## config.mk

```make
export PLATFORM = sky130hd
export DESIGN_NAME = uart8_rx_tx
export DESIGN_NICKNAME = d
export VERILOG_FILES = /design/src/rtl/uart8_rx_tx.sv
export SDC_FILE = /design/constraint.sdc
export NUM_CORES = 1
export LEC_CHECK = 0
export CELL_PAD_IN_SITES_DETAIL_PLACEMENT = 1
export CELL_PAD_IN_SITES_GLOBAL_PLACEMENT = 2
export CORE_MARGIN = 2
export CORE_UTILIZATION = 28
export DETAILED_ROUTE_END_ITERATION = 16
export PLACE_DENSITY_LB_ADDON = 0.05
export SYNTH_ARGS = -nofsm -noshare
export SYNTH_HDL_FRONTEND = slang
export SYNTH_SLANG_ARGS = --single-unit
export TNS_END_PERCENT = 30
```

## constraint.sdc

```tcl
create_clock -name clk -period 1.6 [get_ports clk]
set_input_delay 0.24 -clock clk [delete_from_list [all_inputs] [get_ports clk]]
set_output_delay 0.24 -clock clk [all_outputs]
set_load 0.03 [all_outputs]
```

## src/rtl/uart8_rx_tx.sv

```systemverilog
// 8N1 UART: 16x-oversampled receiver and matching transmitter sharing one baud tick.
// Define UART8_TX_EN to build the transmitter; otherwise tx idles high and tx inputs are ignored.
module uart8_rx_tx #(
    parameter int CLOCK_RATE = 12000000,
    parameter int BAUD_RATE  = 9600
) (
    input  logic       clk,
    input  logic       rst,
    input  logic       rxEn,
    input  logic       rx,
    output logic       rxBusy,
    output logic       rxDone,
    output logic       rxErr,
    output logic [7:0] out,
    input  logic       txEn,
    input  logic       txStart,
    input  logic [7:0] in,
    output logic       txBusy,
    output logic       txDone,
    output logic       tx
);
    localparam int DIV = CLOCK_RATE / (BAUD_RATE * 16);
    localparam int DW  = (DIV > 1) ? $clog2(DIV) : 1;

    typedef enum logic [1:0] {IDLE, START, DATA, STOP} uartState;

    logic [DW-1:0] divCnt;
    logic          tick;

    assign tick = (divCnt == DW'(DIV - 1));

    always_ff @(posedge clk) begin
        if (rst || tick) divCnt <= '0;
        else             divCnt <= divCnt + 1'b1;
    end

    logic [1:0] rxSync;
    logic       rxS;

    assign rxS = rxSync[1];

    always_ff @(posedge clk) begin
        if (rst) rxSync <= 2'b11;
        else     rxSync <= {rxSync[0], rx};
    end

    uartState   rxState;
    logic [3:0] rxTicks;
    logic [2:0] rxBit;
    logic [7:0] rxShift;

    // Start is confirmed mid-bit (8 ticks); every later sample lands 16 ticks on.
    always_ff @(posedge clk) begin
        rxDone <= 1'b0;
        rxErr  <= 1'b0;
        if (rst) begin
            rxState <= IDLE;
            rxBusy  <= 1'b0;
            out     <= 8'h00;
            rxTicks <= 4'd0;
            rxBit   <= 3'd0;
            rxShift <= 8'h00;
        end else if (!rxEn) begin
            rxState <= IDLE;
            rxBusy  <= 1'b0;
        end else begin
            case (rxState)
                IDLE: if (!rxS) begin
                    rxState <= START;
                    rxTicks <= 4'd0;
                    rxBusy  <= 1'b1;
                end
                START: if (tick) begin
                    if (rxTicks == 4'd7) begin
                        rxTicks <= 4'd0;
                        rxBit   <= 3'd0;
                        if (!rxS) begin
                            rxState <= DATA;
                        end else begin
                            rxState <= IDLE;
                            rxBusy  <= 1'b0;
                        end
                    end else begin
                        rxTicks <= rxTicks + 1'b1;
                    end
                end
                DATA: if (tick) begin
                    rxTicks <= rxTicks + 1'b1;
                    if (rxTicks == 4'd15) begin
                        rxShift <= {rxS, rxShift[7:1]};
                        rxBit   <= rxBit + 1'b1;
                        if (rxBit == 3'd7) rxState <= STOP;
                    end
                end
                STOP: if (tick) begin
                    rxTicks <= rxTicks + 1'b1;
                    // Leave at the stop sample so a start edge half a bit later is caught.
                    if (rxTicks == 4'd15) begin
                        if (rxS) begin
                            out    <= rxShift;
                            rxDone <= 1'b1;
                        end else begin
                            rxErr  <= 1'b1;
                        end
                        rxState <= IDLE;
                        rxBusy  <= 1'b0;
                    end
                end
                default: rxState <= IDLE;
            endcase
        end
    end

`ifdef UART8_TX_EN
    uartState   txState;
    logic [3:0] txTicks;
    logic [2:0] txBit;
    logic [7:0] txShift;
    logic       txLead;

    // txLead waits for the next tick so every bit, including start, is exactly 16 ticks.
    always_ff @(posedge clk) begin
        txDone <= 1'b0;
        if (rst) begin
            txState <= IDLE;
            tx      <= 1'b1;
            txBusy  <= 1'b0;
            txTicks <= 4'd0;
            txBit   <= 3'd0;
            txShift <= 8'h00;
            txLead  <= 1'b0;
        end else begin
            case (txState)
                IDLE: if (txEn && txStart) begin
                    txShift <= in;
                    txBusy  <= 1'b1;
                    txLead  <= 1'b1;
                    txTicks <= 4'd0;
                    txBit   <= 3'd0;
                    txState <= START;
                end
                START: if (tick) begin
                    if (txLead) begin
                        tx     <= 1'b0;
                        txLead <= 1'b0;
                    end else begin
                        txTicks <= txTicks + 1'b1;
                        if (txTicks == 4'd15) begin
                            tx      <= txShift[0];
                            txShift <= {1'b1, txShift[7:1]};
                            txState <= DATA;
                        end
                    end
                end
                DATA: if (tick) begin
                    txTicks <= txTicks + 1'b1;
                    if (txTicks == 4'd15) begin
                        txBit <= txBit + 1'b1;
                        if (txBit == 3'd7) begin
                            tx      <= 1'b1;
                            txState <= STOP;
                        end else begin
                            tx      <= txShift[0];
                            txShift <= {1'b1, txShift[7:1]};
                        end
                    end
                end
                STOP: if (tick) begin
                    txTicks <= txTicks + 1'b1;
                    if (txTicks == 4'd15) begin
                        txDone  <= 1'b1;
                        txBusy  <= 1'b0;
                        txState <= IDLE;
                    end
                end
                default: txState <= IDLE;
            endcase
        end
    end
`else
    logic unusedTx;
    assign unusedTx = txEn ^ txStart ^ (^in);
    assign tx       = 1'b1;
    assign txBusy   = 1'b0;
    assign txDone   = 1'b0;
`endif

endmodule

```

==> metrics.csv, run 1 <==
stage,metric,value,unit
cts,ctsHoldBuffers,0,
synthesis,synth_top_cell_by_area,dfxtp_1,
place,place_area,2060,µm²
power,swShare,25.6,%
floorplanning,num_rows,27,
floorplanning,design.core.area,5570,µm²
final_layout,final_layout_size_suffix_gt1_share,30.7,%
worst_setup_path,crit_path_start,divCnt[1],
final_layout,area_growth_syn_to_layout,39.6,%
cts,cts_tree,built,
timing,max_freq,634,MHz
synthesis,synth_area_leaders,"dfxtp_1, mux2i_1, nor2_1",
timing,final_hold_viol_count,0,
timing,fin_setup_tns,0,ns
drt,drtIter0Drc,36,
worst_setup_path,r2r_slack,0.02,ns
worst_setup_path,worstReg2RegStart,divCnt[1],
cts,cts_buffers,5,
worst_setup_path,cp-end-kind,flop,
drt,drc_errors,0,
drt,wl,4200,µm
timing,min_period,1.58,ns
global_routing,grtUsageTotal,14.7,%
final_layout,nFillCells,663,
synthesis,syn_area,1640,µm²
floorplanning,dieHeight,80.6,µm
worst_setup_path,timing.rr.end,rxTicks[2],
drt,ant_nets,0,
cts,cts_num_sinks,37,
cts,cts_buffer_depth,2,
drt,avgRoutedWirePerCell,14.1,µm
place,post-place-ws,-0.195,ns
worst_setup_path,critical_path_required,1.83,ns
drt,vias,1398,
power,clkPwrFrac,39.4,%
cts,insertion_delay,0.30,ns
synthesis,syn_inst,180,
place,dp_hpwl,3020,µm
worst_setup_path,crit_type,flop to flop,
timing,hold_ws,0.420,ns
timing,setup_viol_count_final,0,
power,p_sw,0.445,mW
cts,cts_max_level,2,
final_layout,final_area,2290,µm²
power,share_comb_of_total_power,6.5,%
place,port_buffers,14,
place,post-place-cells,285,
timing,slew_violations,0,
place,finalWeightedCongestion,0.755,
cts,root_buffer,clkbuf_8,
final_layout,stdcell_count,297,
worst_setup_path,start_kind,flop,
synthesis,ys.warnings.count,0,
worst_setup_path,reg2reg_depth,6,
timing,rsz0062_at_grt,true,
synthesis,synth-seq-cells,37,
floorplanning,dieArea,6500,µm²
floorplanning,die_w,80.6,µm
power,leakage,0.917,nW
timing,skew,0.00676,ns
synthesis,avgSynthCellArea,9.13,µm²
floorplanning,io_pins,28,
timing,setup_ws,0.0226,ns
cts,path_clk_slew,0.08,ns
drt,viasPerCell,4.71,
synthesis,synth_top_area_share,45.1,%
global_routing,first_global_vias,1539,
global_routing,grt_pass1_wl,7340,µm
final_layout,final_nets,243,
power,p_seq_share,54.1,%
global_routing,grt_overflow,0,
worst_setup_path,critPathArrivalTime,1.81,ns
synthesis,synth_seq_area_share,45.1,%
floorplanning,initial_core_util,29.5,%
run,drv_cap,0,
final_layout,antenna_cells,0,
worst_setup_path,crit_path_end,rxTicks[2],
hold_path,hold_path_class,flop to flop,
global_routing,antenna_found_initial,0,
power,pwr_density_cell,756,nW/µm²
outcome,outcome,"finished, final reports clean",
final_layout,most-common-layout-cells,"dfxtp_1, buf_4, nor2_1",
power,vdd_drop_max,0.445,mV
drt,first_pass_iters,4,
timing,finalCritPeriodShare,98.6,%
worst_setup_path,crit_fanout,5,
global_routing,grt_max_degree,25,
power,internal-power,1.29,mW
synthesis,ys_types,40,
==> flip-flops by register name, indices dropped and copies added (netlist names), named ones only <==
signal / flops
out: 8
rxShift: 8
divCnt: 7
rxTicks: 4
rxBit: 3
rxSync: 2
rxBusy: 1
rxDone: 1
rxErr: 1
rxState: 1
==> worst min-delay path by stage <==
| stage | to | depth (start not counted) | start | slack [ns] |
|---|---|---|---|---|
| after floorplan | rxSync[0] | 1 | rx | 0.34 |
| after global placement | rxSync[1] | 1 | rxSync[0] | 0.40 |
| after detailed placement | rxSync[1] | 1 | rxSync[0] | 0.40 |
| after CTS | rxSync[1] | 1 | rxSync[0] | 0.43 |
| after global routing | rxSync[1] | 1 | rxSync[0] | 0.44 |
| final | rxSync[1] | 1 | rxSync[0] | 0.42 |
==> worst max-delay path: stages, from the launching register on <==
cell	delay, ns
dfxtp_2	0.33
inv_2	0.06
ha_4	0.14
and4bb_4	0.29
nand3_1	0.11
or4_1	0.40
a31oi_1	0.18
==> kinds of logic after synthesis <==
logic type | after synthesis | synth area share, %
XOR/XNOR | 5 | 2.67
other | 2 | 0.457
adder cells (fa/ha/maj) | 5 | 3.81
AND/OR/NAND/NOR | 77 | 24.1
flip-flops | 37 | 45.1
multiplexers | 16 | 9.75
buffers and inverters | 15 | 4.72
AO/OA/AOI/OAI | 23 | 9.37
==> Yosys cell counts <==
cell and n:
dfxtp_1 37, nor2_1 31, mux2i_1 16, nand2_1 11, nand3_1 7, a31oi_1 6
a21oi_1 5, buf_2 5, ha_1 5, or2_2 5, buf_4 4, clkbuf_1 4
nand4_1 4, o21ai_0 4, nor2b_1 3, xor2_1 3, a21o_1 2, conb_1 2
inv_1 2, nor3_1 2, nor4_1 2, xnor2_1 2, a21oi_2 1, a31o_2 1
and2_1 1, and3b_1 1, and4_1 1, and4bb_1 1, nand2b_1 1, nand3b_1 1
nand4_2 1, nand4b_1 1, nand4bb_1 1, nor3b_1 1, o2111ai_2 1, o21a_1 1
o22a_1 1, o31ai_1 1, or3b_1 1, or4_1 1
==> cell type report <==
type	instances	area [µm²]	share of cell area, %
multi-input cells	129	945	41.2
flip-flops and latches	37	746	32.5
repair buffers	49	415	18.1
well taps	72	90.1	3.93
clock buffers	5	68.8	3.00
clock inverters	3	21.3	0.927
inverters	2	7.51	0.327
==> stage by stage <==
step / util, % / power (mW)
2_1_floorplan: - / 1.02
3_3_place_gp: 36.9 / 1.06
3_5_place_dp: 36.9 / 1.06
4_1_cts: 40.0 / 1.76
5_1_grt: 41.1 / 1.82
6_report: 41.1 / 1.73
==> power groups by stage <==
stage / Clock (mW) / Sequential (mW) / Combinational, mW
6_report: 0.683 / 0.939 / 0.113
3_3_place_gp: 0 / 0.958 / 0.100
5_1_grt: 0.758 / 0.941 / 0.124
4_1_cts: 0.715 / 0.939 / 0.108
2_1_floorplan: 0 / 0.959 / 0.0573
3_5_place_dp: 0 / 0.958 / 0.103
==> timing repair <==
item / 4_1_cts / 5_1_grt
setup endpoints to repair: 23 / 27
buffers inserted: 3 / 1
resized for setup: 14 / 12
pin swaps: 8 / 5
cloned: 1 / 0
==> per-layer routing <==
metal,wire length (µm),part of all wire (%),GRT usage (%)
met1,1930,46,18.4
met2,2070,49,23.9
met4,87,2.1,5.76
met5,0,0,0
met3,112,2.7,3.82
No activity file was read; power rests on OpenSTA's default activity.
==> run 2: changes to the inputs <==
GPL_ROUTABILITY_DRIVEN = 0   (was not set)
==> results of run 2 <==
Same layout as run 1: the final DEF is identical, and so are final timing and power.
